`src/rtl/wam_judge_if.sv`:
```
// Whack-a-mole judge bus: game controls, mole flags, player buttons and judge results.
// The judge attaches through the slave modport and the driving environment through master.
interface wam_judge_if;
    logic       start;
    logic       tick;
    logic [7:0] holes;
    logic [7:0] btn;
    logic [7:0] whack;
    logic       hit;
    logic [7:0] score;
    logic [3:0] miss;
    logic [7:0] time_left;
    logic       done;

    modport master (
        output start, tick, holes, btn,
        input  whack, hit, score, miss, time_left, done
    );

    modport slave (
        input  start, tick, holes, btn,
        output whack, hit, score, miss, time_left, done
    );
endinterface

```
`src/rtl/wam_judge.sv`:
```
// Whack-a-mole judge: per-button debounce, hit/escape scoring and game timer FSM.
// Optional macro WAM_PENALTY_EN: non-hit presses during play cost one point each.
module wam_judge #(
    parameter int unsigned DEB_CYC    = 4,
    parameter int unsigned GAME_TICKS = 60,
    parameter int unsigned MAX_MISS   = 9
) (
    input  logic        clk,
    input  logic        clr,
    wam_judge_if.slave  bus
);
    localparam int unsigned NH = 8;
    localparam int unsigned CW = 8;
    localparam int unsigned SW = 9;

    typedef enum logic [1:0] {IDLE, PLAY, OVER} state_t;

    state_t          state, state_n;
    logic [CW-1:0]   cnt   [NH];
    logic [CW-1:0]   cnt_n [NH];
    logic [NH-1:0]   deb, deb_n, deb_d;
    logic [NH-1:0]   holes_q, claimed, claimed_n;
    logic [7:0]      score_q, score_n;
    logic [3:0]      miss_q, miss_n;
    logic [7:0]      tl_q, tl_n;
    logic [NH-1:0]   whack_q;
    logic            hit_q, done_q;

    logic            play_c, enter_play_c;
    logic [NH-1:0]   press_c, hit_vec_c, fall_c, esc_c;
    logic [SW-1:0]   sum_up_c, sum_adj_c;
    logic [4:0]      miss_sum_c;
`ifdef WAM_PENALTY_EN
    logic [NH-1:0]   empty_c;
    logic [SW-1:0]   pen_c;
`endif

    function automatic logic [3:0] pop8(input logic [7:0] v);
        logic [3:0] n;
        n = '0;
        for (int i = 0; i < 8; i++) n = n + 4'(v[i]);
        return n;
    endfunction

    // Game FSM next state; termination is judged on already-registered counters
    always_comb begin
        state_n = state;
        unique case (state)
            IDLE: if (bus.start) state_n = PLAY;
            PLAY: if (tl_q == 8'd0 || miss_q >= 4'(MAX_MISS)) state_n = OVER;
            OVER: if (bus.start) state_n = PLAY;
            default: state_n = IDLE;
        endcase
    end

    // Debounce: level flips once the raw input has disagreed for DEB_CYC samples
    always_comb begin
        deb_n = deb;
        for (int i = 0; i < NH; i++) begin
            cnt_n[i] = '0;
            if (bus.btn[i] != deb[i]) begin
                if (cnt[i] == CW'(DEB_CYC - 1)) begin
                    deb_n[i] = ~deb[i];
                end else begin
                    cnt_n[i] = cnt[i] + CW'(1);
                end
            end
        end
    end

    // Hit, escape and scoring arithmetic for the current cycle
    always_comb begin
        play_c       = (state == PLAY);
        enter_play_c = (state != PLAY) && (state_n == PLAY);
        press_c      = deb & ~deb_d;
        fall_c       = holes_q & ~bus.holes;
        hit_vec_c    = '0;
        esc_c        = '0;
        claimed_n    = claimed;
        tl_n         = tl_q;
        if (play_c) begin
            hit_vec_c = press_c & bus.holes & ~claimed;
            esc_c     = fall_c & ~claimed & ~hit_vec_c;
            claimed_n = (claimed & ~fall_c) | hit_vec_c;
            if (bus.tick && tl_q != 8'd0) tl_n = tl_q - 8'd1;
        end

        sum_up_c = SW'(score_q) + SW'(pop8(hit_vec_c));
`ifdef WAM_PENALTY_EN
        empty_c = play_c ? (press_c & ~hit_vec_c) : '0;
        pen_c   = SW'(pop8(empty_c));
        sum_adj_c = (sum_up_c < pen_c) ? '0 : (sum_up_c - pen_c);
`else
        sum_adj_c = sum_up_c;
`endif
        score_n = (sum_adj_c > SW'(255)) ? 8'hFF : sum_adj_c[7:0];

        miss_sum_c = 5'(miss_q) + 5'(pop8(esc_c));
        miss_n     = (miss_sum_c > 5'd15) ? 4'hF : miss_sum_c[3:0];
    end

    always_ff @(posedge clk) begin
        if (clr) begin
            state   <= IDLE;
            deb     <= '0;
            deb_d   <= '0;
            holes_q <= '0;
            claimed <= '0;
            score_q <= '0;
            miss_q  <= '0;
            tl_q    <= '0;
            whack_q <= '0;
            hit_q   <= 1'b0;
            done_q  <= 1'b0;
            for (int i = 0; i < NH; i++) cnt[i] <= '0;
        end else begin
            state   <= state_n;
            holes_q <= bus.holes;
            done_q  <= (state_n == OVER);
            if (enter_play_c) begin
                deb     <= '0;
                deb_d   <= '0;
                claimed <= '0;
                score_q <= '0;
                miss_q  <= '0;
                tl_q    <= 8'(GAME_TICKS);
                whack_q <= '0;
                hit_q   <= 1'b0;
                for (int i = 0; i < NH; i++) cnt[i] <= '0;
            end else begin
                deb     <= deb_n;
                deb_d   <= deb;
                claimed <= claimed_n;
                tl_q    <= tl_n;
                for (int i = 0; i < NH; i++) cnt[i] <= cnt_n[i];
                if (play_c) begin
                    score_q <= score_n;
                    miss_q  <= miss_n;
                end
                // Kill pulses only go out while the game is still running
                whack_q <= (state_n == PLAY) ? hit_vec_c : '0;
                hit_q   <= (state_n == PLAY) && (|hit_vec_c);
            end
        end
    end

    assign bus.whack     = whack_q;
    assign bus.hit       = hit_q;
    assign bus.score     = score_q;
    assign bus.miss      = miss_q;
    assign bus.time_left = tl_q;
    assign bus.done      = done_q;
endmodule

```
`src/flat_wrapper.sv`:
```
// flat-port wrapper written by rule: the top's interface ports become plain ports
module wam_judge_flat 
#(
    parameter int unsigned DEB_CYC    = 4,
    parameter int unsigned GAME_TICKS = 60,
    parameter int unsigned MAX_MISS   = 9
)
  (clk, clr, bus_start, bus_tick, bus_holes, bus_btn, bus_whack, bus_hit, bus_score, bus_miss, bus_time_left, bus_done);
  wam_judge_if bus_i ();
  input  logic clk;
  input  logic clr;
  input wire logic [$bits(bus_i.start)-1:0] bus_start;
  input wire logic [$bits(bus_i.tick)-1:0] bus_tick;
  input wire logic [$bits(bus_i.holes)-1:0] bus_holes;
  input wire logic [$bits(bus_i.btn)-1:0] bus_btn;
  output wire logic [$bits(bus_i.whack)-1:0] bus_whack;
  output wire logic [$bits(bus_i.hit)-1:0] bus_hit;
  output wire logic [$bits(bus_i.score)-1:0] bus_score;
  output wire logic [$bits(bus_i.miss)-1:0] bus_miss;
  output wire logic [$bits(bus_i.time_left)-1:0] bus_time_left;
  output wire logic [$bits(bus_i.done)-1:0] bus_done;
  assign bus_i.start = bus_start;
  assign bus_i.tick = bus_tick;
  assign bus_i.holes = bus_holes;
  assign bus_i.btn = bus_btn;
  assign bus_whack = bus_i.whack;
  assign bus_hit = bus_i.hit;
  assign bus_score = bus_i.score;
  assign bus_miss = bus_i.miss;
  assign bus_time_left = bus_i.time_left;
  assign bus_done = bus_i.done;
  wam_judge #(.DEB_CYC(DEB_CYC), .GAME_TICKS(GAME_TICKS), .MAX_MISS(MAX_MISS)) u_core (.clk(clk), .clr(clr), .bus(bus_i));
endmodule
```
`config.mk`:
```
export PLATFORM = sky130hd
export DESIGN_NAME = wam_judge_flat
export DESIGN_NICKNAME = d
export VERILOG_FILES = /design/src/rtl/wam_judge_if.sv /design/src/rtl/wam_judge.sv /design/src/flat_wrapper.sv
export SDC_FILE = /design/constraint.sdc
export NUM_CORES = 1
export LEC_CHECK = 0
export BUFFER_PORTS_ARGS = -buffer_cell sky130_fd_sc_hd__buf_2
export CELL_PAD_IN_SITES_DETAIL_PLACEMENT = 1
export CELL_PAD_IN_SITES_GLOBAL_PLACEMENT = 1
export CORE_ASPECT_RATIO = 0.7
export CORE_UTILIZATION = 37
export DETAILED_ROUTE_END_ITERATION = 16
export PLACE_DENSITY = 0.71
export RECOVER_POWER = 100
export SYNTH_ARGS = -nofsm -noshare
export SYNTH_HDL_FRONTEND = slang
export SYNTH_SLANG_ARGS = --single-unit
```
`constraint.sdc`:
```
create_clock -name clk -period 11.6 [get_ports clk]
set_input_delay 2.32 -clock clk [delete_from_list [all_inputs] [get_ports clk]]
set_output_delay 2.32 -clock clk [all_outputs]
set_load 0.01 [all_outputs]
```
==> results.md <==
- Status: complete, no violations
- Largest delay share family, worst path: adder cells
- Util after Layout: 0.456
- Fin Hold WS: between 0.4 and 0.5 ns
- Crit path time final: about 6.3 ns
- Synthesized flop and latch total: between 100 and 150
- Initial Util: 0.380
- Most common cell type on the critical path: fa_1
- First-pass GRT wire length: 24400 um
- Count leader, synth: nor2_1
- Postcts setup bufs: 0
- Routed wire length: about 15000 um
- DRT iter0 DRCs: between 150 and 200
- Sw Ratio: 0.237
- Total power: roughly 1.1 mW
- Synth Instances: 614
- Crit end category: register
- Die footprint: between 15000 and 20000 um2
- DRC violations left: 0
- Clock Power Share: 0.487
- Worst-path clk slew: around 0.060 ns
- Hold Buf Count CTS: 0
- Post-DRT Antenna Nets: 0
- Diodes inserted: 0
- Die extent in y: approximately 110 um
- Detailed-placement wirelength estimate: slightly above 10000 um
- Clock Skew: slightly above 0.007 ns
- Top cells by count, synth: nor2_1, dfxtp_1, edfxtp_1
- H-tree depth: 4
- CP max stage delay: approximately 0.5 ns
- Vias: 4736
- Num CTS Buffers: 17
- Die W: ~160 um
- CP Max Fanout: 7
- Mapped Area: 6230 um2
- Post-route cell area: between 7000 and 8000 um2
- Area after DPL: 6930 um2
- Final #Nets: around 800
- CP cell instances: clkbuf_1 -> nand2_1 -> or4_1 -> ha_1 -> inv_1 -> fa_1 -> fa_1 -> fa_1 -> fa_1 -> fa_1 -> nand2b_1 -> a21oi_1 -> nand2_1 -> a21oi_1
- RSZ-0062 raised after global routing: no
- Core ar.: ~16000 um2
- Post-synth cell types: 52
- Number of global-route vias before repair: roughly 5000
- Crit Path Category: in2reg
- Yosys top cell area share: 0.270
- Syn Area/Cell: 10.2 um2
- WP buf/inv: 2
- Initial antenna violation count: 1
- TritonCTS clock tree: yes
- Clock buffer depth: 2
- CP arrival: about 6.6 ns
- Rows: 39
- Max Cap Viol: 0
- Switching pwr: 0.270 mW
- Final setup violation count: 0
- Setup tns final: 0 ns
- Post-synth EDFFs: 56
- Worst setup SP type: input port
- Comb pwr share: 0.068
- Fin. max-slew vios: 0
- Yosys warnings: 0
- Flop-to-flop setup slack: ~6.5 ns
- Largest net degree at the start of global routing: 31
- Post_cts resized: 0
- GRT Residual Overflow: 0
- Slew @ Worst Pin: ~1.2 ns
- Pwr/cell area: 152 nW/um2
- Post-DR vias/cell: 4.90
- Final Hold Fails: 0
- Peak VDD IR: roughly 0.092 mV
- RD Place Congestion: around 0.8
- Internal Dissipation: a little under 0.9 mW
- Worst path slowest cell: fa_1
- Post-synth top area cell: edfxtp_1
- Share of cells above drive strength 1: 0.0769
- CP required: between 10 and 15 ns
- Top cells by area, synth: edfxtp_1, dfxtp_1, xor2_1
- Crit share post-route: 0.544
- Cell total after placement: slightly above 900
- Ys flop type: dfxtp_1
- Fmax: between 150 and 200 MHz
- Port bufs: 49
- Sequential Power Share: 0.445
- Worst setup margin: 5.29 ns
- Slew headroom: 0.170
- DR pass1 iterations: 4
- Tot GR Track Use: 0.183
- Worst-skew pair later-pin latency: around 0.43 ns
- I/O pin cnt: 50
- DR WL/cell: approximately 15 um
- Post-synthesis sequential area ratio: 0.501
- Synthesis-to-finish area growth: 20.0%
- Hold Crit Class: reg2reg
- Setup WS pre-CTS: between 4 and 5 ns
- Post-Layout Cell Count: ~970
- CTS Sinks: 128
- Root Buffer: clkbuf_16
- Ys async rst share: 0
- P_leak: ~3 nW
==> cell usage in the layout (no fill, tap or decap), types with 15 or more instances in the layout <==
master	instances
a21oi_1	27
buf_2	16
clkbuf_1	35
clkbuf_16	17
conb_1	56
dfxtp_1	72
edfxtp_1	56
ha_1	25
inv_1	30
nand2_1	27
nand3_1	54
nor2_1	93
nor3_1	15
xnor2_1	20
xor2_1	47
==> final timing paths <==
| path | from | end | cells past startpoint |
|---|---|---|---|
| worst max-delay path | bus_holes[1] | u_core.bus.score[2] | 14 |
| worst min register to register | u_core.cnt[0][0] | u_core.cnt[0][0] | 1 |
| worst min-delay path | u_core.cnt[0][0] | u_core.cnt[0][0] | 1 |
| worst max register to register | u_core.state[1] | u_core.bus.score[2] | 14 |
==> power by group through the flow <==
stage,Combinational [mW],Sequential (mW),Clock (mW)
after floorplan,0.0546,0.512,0
after CTS,0.0801,0.507,0.567
after global placement,0.0759,0.514,0
after detailed placement,0.0789,0.516,0
after global routing,0.0882,0.509,0.587
final,0.0778,0.507,0.555
==> flip-flops by register name, summed over array words and instances (netlist names) <==
signal	flops
u_core.claimed	8
u_core.bus.miss	4
u_core.cnt	64
u_core.holes_q	8
u_core.deb_d	8
u_core.bus.score	8
u_core.bus.done	1
u_core.bus.time_left	8
u_core.deb	8
u_core.bus.hit	1
u_core.state	2
u_core.bus.whack	8
==> per-layer routing <==
layer / share of wire / global-route usage
met4: 0.014 / 0.0686
met2: 0.47 / 0.291
met1: 0.48 / 0.235
met3: 0.036 / 0.0510
met5: 0.00076 / 0
==> cell families (layout without fill, tap and decap cells) <==
| logic type | after synthesis | after routing | share of synthesized area |
|---|---|---|---|
| compound gates | 67 | 67 | 0.0709 |
| simple gates | 272 | 272 | 0.220 |
| buf+inv | 41 | 113 | 0.0261 |
| mux | 3 | 3 | 0.00482 |
| xor+xnor | 67 | 67 | 0.0941 |
| flops | 128 | 128 | 0.501 |
| other cells | 1 | 56 | 0.000602 |
| fa+ha+maj | 35 | 35 | 0.0823 |
==> area by class of cell <==
cell class	instances	area, um2
Clock buffer	21	470
Clock inverter	11	134
Fill cell	1929	8920
Inverter	30	113
Multi-Input combinational cell	500	3140
Sequential cell	128	3120
Tap cell	225	282
Timing Repair Buffer	51	215
(Power assumes the default switching activity.)
